==> src/rtl/csr_irq_ctrl_pkg.sv <==
`default_nettype none
// ============================================================================
// Module   : csr_irq_ctrl_pkg
// Brief    : CSR addresses, op/state encodings and interrupt bit-map helpers.
// Revision : 1.0 - initial release
// ============================================================================
package csr_irq_ctrl_pkg;

    localparam logic [11:0] CSR_MSTATUS  = 12'h300;
    localparam logic [11:0] CSR_MIE      = 12'h304;
    localparam logic [11:0] CSR_MTVEC    = 12'h305;
    localparam logic [11:0] CSR_MEPC     = 12'h341;
    localparam logic [11:0] CSR_MCAUSE   = 12'h342;
    localparam logic [11:0] CSR_MIP      = 12'h344;
    localparam logic [11:0] CSR_MCYCLE   = 12'hB00;
    localparam logic [11:0] CSR_MCYCLEH  = 12'hB80;
    localparam logic [11:0] CSR_MINSTRET = 12'hB02;
    localparam logic [11:0] CSR_MINSTRETH= 12'hB82;
    localparam logic [11:0] CSR_CYCLE    = 12'hC00;
    localparam logic [11:0] CSR_CYCLEH   = 12'hC80;
    localparam logic [11:0] CSR_INSTRET  = 12'hC02;
    localparam logic [11:0] CSR_INSTRETH = 12'hC82;

    localparam logic [4:0] CAUSE_EXT   = 5'd11;
    localparam logic [4:0] CAUSE_TIMER = 5'd7;

    typedef enum logic [1:0] {
        CSR_OP_NONE = 2'b00,
        CSR_OP_RW   = 2'b01,
        CSR_OP_RS   = 2'b10,
        CSR_OP_RC   = 2'b11
    } csr_op_e;

    typedef enum logic [1:0] {
        ST_RUN  = 2'd0,
        ST_TRAP = 2'd1,
        ST_MRET = 2'd2,
        ST_WFI  = 2'd3
    } fsm_state_e;

    // Source k lives at mie/mip bit 11 (ext), 7 (timer) or 14+k (platform).
    function automatic int irq_bit(input int k);
        if (k == 0)      return 11;
        else if (k == 1) return 7;
        else             return 14 + k;
    endfunction

    function automatic logic [4:0] irq_code(input int k);
        return 5'(irq_bit(k));
    endfunction

endpackage
`default_nettype wire

==> src/rtl/csr_irq_ctrl_if.sv <==
`default_nettype none
// ============================================================================
// Module   : csr_irq_ctrl_if
// Brief    : Pipeline <-> CSR/interrupt unit signal bundle.
// Revision : 1.0 - initial release
// ============================================================================
interface csr_irq_ctrl_if;
    logic        csr_valid;
    logic [2:0]  csr_funct3;
    logic [11:0] csr_addr;
    logic [4:0]  csr_rs1_idx;
    logic [31:0] csr_wdata;
    logic        mret;
    logic        wfi;
    logic [31:0] pc_in;
    logic        retire;
    logic        pipe_stall;
    logic [31:0] csr_rdata;
    logic        trap_flag;
    logic [31:0] trap_pc;
    logic        mret_flag;
    logic [31:0] mepc_out;
    logic        wfi_stall;

    modport master (
        output csr_valid, csr_funct3, csr_addr, csr_rs1_idx, csr_wdata,
               mret, wfi, pc_in, retire, pipe_stall,
        input  csr_rdata, trap_flag, trap_pc, mret_flag, mepc_out, wfi_stall
    );

    modport slave (
        input  csr_valid, csr_funct3, csr_addr, csr_rs1_idx, csr_wdata,
               mret, wfi, pc_in, retire, pipe_stall,
        output csr_rdata, trap_flag, trap_pc, mret_flag, mepc_out, wfi_stall
    );
endinterface
`default_nettype wire

==> src/rtl/csr_irq_ctrl_arbiter.sv <==
`default_nettype none
// ============================================================================
// Module   : csr_irq_arbiter
// Brief    : Fixed-priority encoder, lowest source index wins.
// Revision : 1.0 - initial release
// ============================================================================
module csr_irq_arbiter
    import csr_irq_ctrl_pkg::*;
#(
    parameter int NUM_IRQ = 2
) (
    input  wire logic [NUM_IRQ-1:0] req,
    output logic                    pending,
    output logic [4:0]              code
);

    always_comb begin
        pending = |req;
        code    = '0;
        for (int k = NUM_IRQ - 1; k >= 0; k--) begin
            if (req[k]) code = irq_code(k);
        end
    end

endmodule
`default_nettype wire

==> src/rtl/csr_irq_ctrl.sv <==
`default_nettype none
// ============================================================================
// Module   : csr_irq_ctrl
// Brief    : Machine-mode CSR file, counters and prioritised interrupt FSM.
//            Optional vectored mtvec enabled by CSR_VECTORED_MODE_EN.
// Revision : 1.0 - initial release
// ============================================================================
module csr_irq_ctrl
    import csr_irq_ctrl_pkg::*;
#(
    parameter int          NUM_IRQ     = 2,
    parameter logic [31:0] MTVEC_RESET = 32'h0001_0000
) (
    input  wire logic               clk,
    input  wire logic               rst,
    input  wire logic [NUM_IRQ-1:0] irq,
    csr_irq_ctrl_if.slave           bus
);

    fsm_state_e        r_state, w_next_state;
    logic [NUM_IRQ-1:0] r_mip_src, r_mie_src, w_mie_new;
    logic              r_mie_bit, r_mpie;
    logic [31:0]       r_mepc, r_mcause, r_mtvec, r_wfi_pc;
    logic [63:0]       r_mcycle, r_minstret, w_mcycle_nxt, w_minstret_nxt;

    logic [31:0]       w_mie_word, w_mip_word, w_csr_old, w_csr_new, w_src_data;
    logic              w_pending, w_csr_we;
    logic [4:0]        w_code;
    logic              w_enter_trap, w_enter_mret, w_enter_wfi;
    logic [31:0]       w_trap_epc, w_mtvec_base;
    csr_op_e           w_op;

    csr_irq_arbiter #(.NUM_IRQ(NUM_IRQ)) u_arbiter (
        .req     (r_mip_src & r_mie_src),
        .pending (w_pending),
        .code    (w_code)
    );

    always_comb begin
        w_mie_word = '0;
        w_mip_word = '0;
        for (int k = 0; k < NUM_IRQ; k++) begin
            w_mie_word[irq_bit(k)] = r_mie_src[k];
            w_mip_word[irq_bit(k)] = r_mip_src[k];
        end
    end

    always_comb begin
        w_mie_new = '0;
        for (int k = 0; k < NUM_IRQ; k++) begin
            w_mie_new[k] = w_csr_new[irq_bit(k)];
        end
    end

    always_comb begin
        case (bus.csr_addr)
            CSR_MSTATUS:   w_csr_old = {19'd0, 2'b11, 3'd0, r_mpie, 3'd0, r_mie_bit, 3'd0};
            CSR_MIE:       w_csr_old = w_mie_word;
            CSR_MTVEC:     w_csr_old = r_mtvec;
            CSR_MEPC:      w_csr_old = r_mepc;
            CSR_MCAUSE:    w_csr_old = r_mcause;
            CSR_MIP:       w_csr_old = w_mip_word;
            CSR_MCYCLE,
            CSR_CYCLE:     w_csr_old = r_mcycle[31:0];
            CSR_MCYCLEH,
            CSR_CYCLEH:    w_csr_old = r_mcycle[63:32];
            CSR_MINSTRET,
            CSR_INSTRET:   w_csr_old = r_minstret[31:0];
            CSR_MINSTRETH,
            CSR_INSTRETH:  w_csr_old = r_minstret[63:32];
            default:       w_csr_old = '0;
        endcase
    end

    assign w_op       = csr_op_e'(bus.csr_funct3[1:0]);
    assign w_src_data = bus.csr_funct3[2] ? {27'd0, bus.csr_rs1_idx} : bus.csr_wdata;

    always_comb begin
        case (w_op)
            CSR_OP_RW: w_csr_new = w_src_data;
            CSR_OP_RS: w_csr_new = w_csr_old | w_src_data;
            CSR_OP_RC: w_csr_new = w_csr_old & ~w_src_data;
            default:   w_csr_new = w_csr_old;
        endcase
    end

    // A trap taken this cycle flushes the CSR instruction, so its write is dropped.
    assign w_csr_we = bus.csr_valid && (r_state == ST_RUN) && !bus.pipe_stall && !w_enter_trap &&
                      (w_op != CSR_OP_NONE) && ((w_op == CSR_OP_RW) || (bus.csr_rs1_idx != 5'd0));

    always_comb begin
        w_next_state = r_state;
        w_enter_trap = 1'b0;
        w_enter_mret = 1'b0;
        w_enter_wfi  = 1'b0;
        w_trap_epc   = bus.pc_in;
        if (!bus.pipe_stall) begin
            case (r_state)
                ST_RUN: begin
                    if (r_mie_bit && w_pending) begin
                        w_next_state = ST_TRAP;
                        w_enter_trap = 1'b1;
                    end else if (bus.mret) begin
                        w_next_state = ST_MRET;
                        w_enter_mret = 1'b1;
                    end else if (bus.wfi && !w_pending) begin
                        w_next_state = ST_WFI;
                        w_enter_wfi  = 1'b1;
                    end
                end
                ST_WFI: begin
                    if (w_pending && r_mie_bit) begin
                        w_next_state = ST_TRAP;
                        w_enter_trap = 1'b1;
                        w_trap_epc   = r_wfi_pc + 32'd4;
                    end else if (w_pending) begin
                        w_next_state = ST_RUN;
                    end
                end
                default: w_next_state = ST_RUN;
            endcase
        end
    end

    // Machine counter addresses accept writes so software can preload them.
    always_comb begin
        w_mcycle_nxt   = r_mcycle + 64'd1;
        w_minstret_nxt = r_minstret + {63'd0, bus.retire & ~bus.pipe_stall};
        if (w_csr_we) begin
            case (bus.csr_addr)
                CSR_MCYCLE:    w_mcycle_nxt[31:0]    = w_csr_new;
                CSR_MCYCLEH:   w_mcycle_nxt[63:32]   = w_csr_new;
                CSR_MINSTRET:  w_minstret_nxt[31:0]  = w_csr_new;
                CSR_MINSTRETH: w_minstret_nxt[63:32] = w_csr_new;
                default: ;
            endcase
        end
    end

    always_ff @(posedge clk or negedge rst) begin
        if (!rst) begin
            r_state    <= ST_RUN;
            r_mip_src  <= '0;
            r_mie_src  <= '0;
            r_mie_bit  <= 1'b0;
            r_mpie     <= 1'b0;
            r_mepc     <= '0;
            r_mcause   <= '0;
`ifdef CSR_VECTORED_MODE_EN
            r_mtvec    <= MTVEC_RESET;
`else
            r_mtvec    <= {MTVEC_RESET[31:2], 2'b00};
`endif
            r_wfi_pc   <= '0;
            r_mcycle   <= '0;
            r_minstret <= '0;
        end else begin
            r_state    <= w_next_state;
            r_mip_src  <= irq;
            r_mcycle   <= w_mcycle_nxt;
            r_minstret <= w_minstret_nxt;
            if (w_enter_trap) begin
                r_mepc    <= w_trap_epc;
                r_mcause  <= {1'b1, 26'd0, w_code};
                r_mpie    <= r_mie_bit;
                r_mie_bit <= 1'b0;
            end else if (w_enter_mret) begin
                r_mie_bit <= r_mpie;
                r_mpie    <= 1'b1;
            end
            if (w_enter_wfi) r_wfi_pc <= bus.pc_in;
            if (w_csr_we) begin
                case (bus.csr_addr)
                    CSR_MSTATUS: begin
                        r_mie_bit <= w_csr_new[3];
                        r_mpie    <= w_csr_new[7];
                    end
                    CSR_MIE:    r_mie_src <= w_mie_new;
`ifdef CSR_VECTORED_MODE_EN
                    CSR_MTVEC:  r_mtvec   <= w_csr_new;
`else
                    CSR_MTVEC:  r_mtvec   <= {w_csr_new[31:2], 2'b00};
`endif
                    CSR_MEPC:   r_mepc    <= {w_csr_new[31:2], 2'b00};
                    CSR_MCAUSE: r_mcause  <= w_csr_new;
                    default: ;
                endcase
            end
        end
    end

    assign w_mtvec_base = {r_mtvec[31:2], 2'b00};
`ifdef CSR_VECTORED_MODE_EN
    assign bus.trap_pc = (r_mtvec[1:0] == 2'b01) ? w_mtvec_base + {25'd0, r_mcause[4:0], 2'b00}
                                                 : w_mtvec_base;
`else
    assign bus.trap_pc = w_mtvec_base;
`endif

    assign bus.csr_rdata = w_csr_old;
    assign bus.trap_flag = (r_state == ST_TRAP);
    assign bus.mret_flag = (r_state == ST_MRET);
    assign bus.wfi_stall = (r_state == ST_WFI);
    assign bus.mepc_out  = r_mepc;

endmodule
`default_nettype wire

==> src/flat_wrapper.sv <==
// flat-port wrapper written by rule: the top's interface ports become plain ports
module csr_irq_ctrl_flat import csr_irq_ctrl_pkg::*;
#(
    parameter int          NUM_IRQ     = 2,
    parameter logic [31:0] MTVEC_RESET = 32'h0001_0000
)
  (clk, rst, irq, bus_csr_valid, bus_csr_funct3, bus_csr_addr, bus_csr_rs1_idx, bus_csr_wdata, bus_mret, bus_wfi, bus_pc_in, bus_retire, bus_pipe_stall, bus_csr_rdata, bus_trap_flag, bus_trap_pc, bus_mret_flag, bus_mepc_out, bus_wfi_stall);
  csr_irq_ctrl_if bus_i ();
  input  wire logic clk;
  input  wire logic rst;
  input  wire logic [NUM_IRQ-1:0] irq;
  input wire logic [$bits(bus_i.csr_valid)-1:0] bus_csr_valid;
  input wire logic [$bits(bus_i.csr_funct3)-1:0] bus_csr_funct3;
  input wire logic [$bits(bus_i.csr_addr)-1:0] bus_csr_addr;
  input wire logic [$bits(bus_i.csr_rs1_idx)-1:0] bus_csr_rs1_idx;
  input wire logic [$bits(bus_i.csr_wdata)-1:0] bus_csr_wdata;
  input wire logic [$bits(bus_i.mret)-1:0] bus_mret;
  input wire logic [$bits(bus_i.wfi)-1:0] bus_wfi;
  input wire logic [$bits(bus_i.pc_in)-1:0] bus_pc_in;
  input wire logic [$bits(bus_i.retire)-1:0] bus_retire;
  input wire logic [$bits(bus_i.pipe_stall)-1:0] bus_pipe_stall;
  output wire logic [$bits(bus_i.csr_rdata)-1:0] bus_csr_rdata;
  output wire logic [$bits(bus_i.trap_flag)-1:0] bus_trap_flag;
  output wire logic [$bits(bus_i.trap_pc)-1:0] bus_trap_pc;
  output wire logic [$bits(bus_i.mret_flag)-1:0] bus_mret_flag;
  output wire logic [$bits(bus_i.mepc_out)-1:0] bus_mepc_out;
  output wire logic [$bits(bus_i.wfi_stall)-1:0] bus_wfi_stall;
  assign bus_i.csr_valid = bus_csr_valid;
  assign bus_i.csr_funct3 = bus_csr_funct3;
  assign bus_i.csr_addr = bus_csr_addr;
  assign bus_i.csr_rs1_idx = bus_csr_rs1_idx;
  assign bus_i.csr_wdata = bus_csr_wdata;
  assign bus_i.mret = bus_mret;
  assign bus_i.wfi = bus_wfi;
  assign bus_i.pc_in = bus_pc_in;
  assign bus_i.retire = bus_retire;
  assign bus_i.pipe_stall = bus_pipe_stall;
  assign bus_csr_rdata = bus_i.csr_rdata;
  assign bus_trap_flag = bus_i.trap_flag;
  assign bus_trap_pc = bus_i.trap_pc;
  assign bus_mret_flag = bus_i.mret_flag;
  assign bus_mepc_out = bus_i.mepc_out;
  assign bus_wfi_stall = bus_i.wfi_stall;
  csr_irq_ctrl #(.NUM_IRQ(NUM_IRQ), .MTVEC_RESET(MTVEC_RESET)) u_core (.clk(clk), .rst(rst), .irq(irq), .bus(bus_i));
endmodule
==> config.mk <==
export PLATFORM = sky130hd
export DESIGN_NAME = csr_irq_ctrl_flat
export DESIGN_NICKNAME = d
export VERILOG_FILES = /design/src/rtl/csr_irq_ctrl_pkg.sv /design/src/rtl/csr_irq_ctrl_if.sv /design/src/rtl/csr_irq_ctrl_arbiter.sv /design/src/rtl/csr_irq_ctrl.sv /design/src/flat_wrapper.sv
export SDC_FILE = /design/constraint.sdc
export NUM_CORES = 1
export LEC_CHECK = 0
export ABC_AREA = 1
export BUFFER_PORTS_ARGS = -buffer_cell sky130_fd_sc_hd__buf_2
export CAP_MARGIN = 10
export CORE_MARGIN = 10
export CORE_UTILIZATION = 55
export DETAILED_ROUTE_END_ITERATION = 10
export PLACE_DENSITY = 0.78
export RECOVER_POWER = 100
export SLEW_MARGIN = 5
export SYNTH_ARGS = -nofsm -noshare
export SYNTH_HDL_FRONTEND = slang
export SYNTH_SLANG_ARGS = --single-unit
==> constraint.sdc <==
create_clock -name clk -period 1.8 [get_ports clk]
set_input_delay 0.36 -clock clk [delete_from_list [all_inputs] [get_ports clk]]
set_output_delay 0.36 -clock clk [all_outputs]
set_load 0.05 [all_outputs]
==> results.yml, run 1 <==
place:
  portBuffers: 189
  hpwlAfterDp_um: 73700
  placed_area_mm2: 0.0241
  dp_slack_ps: -877
  place_congestion: 1.17
synth:
  synthTopCellsByCount: "nand2_1, nor2_1, inv_1"
  ys_warn_count: 0
  synth_ff_type: "dfrtp_1"
  syn_area_mm2: 0.0185
  syn_avg_cell_area_um2: 6.30
  synth_cell_type_count: 41
  synthCells: 2933
  synth_most_common_cell: "nand2_1"
  ys_seq_elements: 262
  synth_top_area_cell: "dfrtp_1"
  yosysTopAreaCellShare_pct: 35.4
  synth-edff-count: 0
  seq_area_frac_synth_pct: 35.5
  ys_top_cells_by_area: "dfrtp_1, nand2_1, nor2_1"
  ys_async_sr_fraction_pct: 100
sta:
  worst-ep-kind: "output port"
  worst_endpoint: "bus_csr_rdata[26]"
die:
  ios: 192
  die_w_um: 203
  initial_core_util_pct: 55.4
  die_y_um: 203
  rows: 67
status:
  error: "[ERROR GRT-0232] Routing congestion too high. Check the congestion heatmap in the GUI."
  run_status: "did not finish"
  haltStage: "global routing"
cts:
  clockBufferDepth: 3
  htreeDepth: 1
  clkSinkCount: 262
  cts_root_buffer: "clkbuf_16"
  numCtsBuffers: 30
grt:
  overflow: 775
  grt_usage_pct: 86.7
  grt_max_degree: 63
## logic make-up after synthesis
group           after synthesis  synth area share [%]
compound gates              252                  7.06
simple gates               1875                  42.2
xor+xnor                    114                  5.40
mux                           2                 0.122
flops                       262                  35.5
buf+inv                     419                  9.16
fa+ha+maj                     8                 0.542
other cells                   1                0.0203
## stage by stage
step | std cells | hold WS (ps)
after floorplan | 2934 | 64.4
after global placement | 3933 | 300
after detailed placement | 3933 | 301
after CTS | 4098 | 40.9
## layer usage
layer  global-route usage, %  overflow
met1                    83.3        54
met2                    97.2       431
met3                    80.2        54
met4                    89.2       230
met5                    61.8         6
## repair_timing
item / 4_1_cts
hold buffers: 3
setup buffers: 91
endpoints found under the setup margin: 261
cloned: 18
endpoints found under the hold margin: 39
pin swaps: 110
gates resized for setup: 491
==> run 2, diff against run 1 <==
--- a/config.mk
+++ b/config.mk
@@ -9,9 +9,9 @@
 export BUFFER_PORTS_ARGS = -buffer_cell sky130_fd_sc_hd__buf_2
 export CAP_MARGIN = 10
 export CORE_MARGIN = 10
-export CORE_UTILIZATION = 55
+export CORE_UTILIZATION = 40
 export DETAILED_ROUTE_END_ITERATION = 10
-export PLACE_DENSITY = 0.78
+export PLACE_DENSITY_LB_ADDON = 0.15
 export RECOVER_POWER = 100
 export SLEW_MARGIN = 5
 export SYNTH_ARGS = -nofsm -noshare
==> constraint.sdc (replaced) <==
create_clock -name clk -period 2.3 [get_ports clk]
set_input_delay 0.46 -clock clk [delete_from_list [all_inputs] [get_ports clk]]
set_output_delay 0.46 -clock clk [all_outputs]
set_load 0.05 [all_outputs]
==> run 2 against run 1 <==
Compared with the run above:
- the flow now finishes, with violations (negative setup slack)
- area after synthesis stayed put
- synthesized cell count stayed put
==> results.yml, run 2 <==
layout:
  final_common_cell: "nand2_1"
  diodes: 0
  drive_above_1_share_pct: 21.6
  reg_top3: "u_core.r_mcycle x64, u_core.r_minstret x64"
  fillCellCount: 4687
  layout_common_cells: "nand2_1, nor2_1, inv_1"
  fin_nets: 3475
  design_area_mm2: 0.0249
  synthToLayoutAreaGrowth_pct: 34.5
  final_cells: 3996
sta:
  fmaxAchievable_mhz: 417
  rsz0062_at_grt: "true"
  layout_setup_ws_ps: -97.6
  worst_slew_pin_slew_ps: 1150
  fin_crit_sh_pct: 104
  slew_headroom_pct: 23.5
  setup_tns_ps: -1800
  drv_slew: 0
  finalSetupViolCount: 33
  fin_crit_ps: 2400
  hold_violations: 0
  finClkSkew_ps: 24.1
cts:
  insertion_delay_ps: 560
  clockBufferDepth: 3
  cts_tree: "yes"
  clkSinkCount: 262
  clk_pin_slew_ps: 50
  htreeDepth: 2
  numCtsBuffers: 34
  cts_root_buffer: "clkbuf_16"
grt:
  grt_pass1_vias: 21000
  overflow: 0
  grt_usage_pct: 33.5
  grt_pass1_wl_um: 140000
  antenna_found_initial: 2
  grt_max_degree: 67
die:
  die_y_um: 235
  rows: 78
  initial_core_util_pct: 40.6
  coreArea_mm2: 0.0455
  die_w_um: 235
  fp.dieArea_mm2: 0.0552
  ios: 192
worst_setup_path:
  path_class: "input pin to output pin"
  reg2reg_slack_ps: -40
  worstPathRequired_ps: 1840
  r2r_end: "u_core.bus.mepc_out[30]"
  critPathCaptureType: "output pin"
  r2r_cells: 13
  reg2reg_from: "u_core.r_state[0]"
  arrival_ps: 1940
  cp-start-kind: "input pin"
  crit_path_max_fanout: 8
synth:
  synthTopCellsByCount: "nand2_1, nor2_1, inv_1"
  synthCells: 2933
  ys_warn_count: 0
  syn_avg_cell_area_um2: 6.30
  syn_area_mm2: 0.0185
  synth_ff_type: "dfrtp_1"
  ys_async_sr_fraction_pct: 100
  synth_most_common_cell: "nand2_1"
  synth_cell_type_count: 41
  synth_top_area_cell: "dfrtp_1"
  ys_top_cells_by_area: "dfrtp_1, nand2_1, nor2_1"
  seq_area_frac_synth_pct: 35.5
  ys_seq_elements: 262
  synth-edff-count: 0
  yosysTopAreaCellShare_pct: 35.4
pwr:
  p_leak_nw: 12.6
  powerDensity_mw_per_mm2: 540
  vdd_ir_drop_max_v: 0.000564
  finalPower_mw: 13.4
detailed_routing:
  firstDrtPassIters: 8
  vias: 22000
  routed_wl_um: 97300
  wl_per_cell_um: 24.4
  drt-initial-drc-count: 2479
  detail-route-antenna-nets: 0
  via_per_inst: 5.50
  route.detailed.drc: 0
place:
  place_congestion: 1.06
  placed_area_mm2: 0.0225
  dp_cells: 3906
  hpwlAfterDp_um: 77400
  portBuffers: 189
worst_hold_path:
  worstHoldPathCells: 2
  worstHoldStart: "bus_pc_in[8]"
  hp-class: "input pin to flip-flop"
  hold_path_end: "u_core.r_wfi_pc[8]"
flow_run:
  cap_violations: 0
status:
  violations: "negative setup slack"
  run_status: "finished with violations"
-- run 2: area by class of cell --
class,count,area (µm²),share of cell area (%)
repair buffers,498,4190,16.9
inverters,325,1250,5.04
well taps,600,751,3.02
clock inverters,13,158,0.634
clock buffers,45,932,3.75
multi-input cells,2253,11000,44.3
flip-flops and latches,262,6560,26.4
-- run 2: how the worst max path moves through the flow --
stage | end | cells past startpoint | slack [ps] | startpoint
floorplan | u_core.r_minstret[48] | 12 | 50 | bus_retire
global placement | bus_csr_rdata[21] | 12 | -420 | bus_csr_addr[10]
detailed placement | bus_csr_rdata[21] | 12 | -460 | bus_csr_addr[10]
CTS | bus_csr_rdata[4] | 13 | -70 | bus_csr_addr[11]
global route | bus_csr_rdata[6] | 12 | -170 | bus_csr_addr[5]
finish | bus_csr_rdata[25] | 12 | -100 | bus_csr_addr[5]
-- run 2: power breakdown --
part | internal [mW] | switching (mW) | total, mW
sequential | 5.02 | 0.440 | 5.46
clock | 3.19 | 2.26 | 5.46
combinational | 0.808 | 1.68 | 2.49
total | 9.03 | 4.39 | 13.4
-- run 2: cell families (layout without fill, tap and decap cells) --
kind of cell             count (synthesis)  count (layout)  share of synthesized area (%)
AO/OA/AOI/OAI                          252             252                           7.06
XOR/XNOR                               114             114                           5.40
adder cells (fa/ha/maj)                  8               8                          0.542
buffers and inverters                  419             881                           9.16
flip-flops                             262             262                           35.5
multiplexers                             2               2                          0.122
other                                    1               2                         0.0203
AND/OR/NAND/NOR                       1875            1875                           42.2
-- run 2: metrics by stage --
stage                     setup WS [ps]  util, %  hold WS, ps
after floorplan                    46.7        -          164
after global placement             -419     49.4          380
after detailed placement           -459     49.4          380
after CTS                         -71.3     53.7          135
after global routing               -173     54.6          155
final                             -97.6     54.6          153
-- run 2: repair_timing --
| action | CTS | global route |
|---|---|---|
| gates cloned | 0 | 1 |
| hold buffers | 3 | 0 |
| endpoints found under the hold margin | 31 | 0 |
| resized for setup | 230 | 153 |
| endpoints found under the setup margin | 33 | 121 |
| buffers inserted | 16 | 17 |
| pin swaps | 53 | 61 |
-- run 2: routing by layer --
metal | track usage [%] | vias up | wire, µm
met5 | 0 | - | 0
met4 | 13.4 | 0 | 4620
met3 | 6.81 | 232 | 9020
met2 | 54.2 | 1154 | 44700
met1 | 43.1 | 10500 | 39000
li1 | - | 10100 | -
-- run 2: worst max-delay path: stages --
cell and delay [ps]:
buf_6 100, nor2_4 170, nand2_4 120, nor2_4 260
nand2_8 140, clkinv_8 110, buf_8 120, nand2_1 50
nand2_1 70, nor2_1 70, nand2_2 100, buf_8 150
No activity file was read; power rests on OpenSTA's default activity.
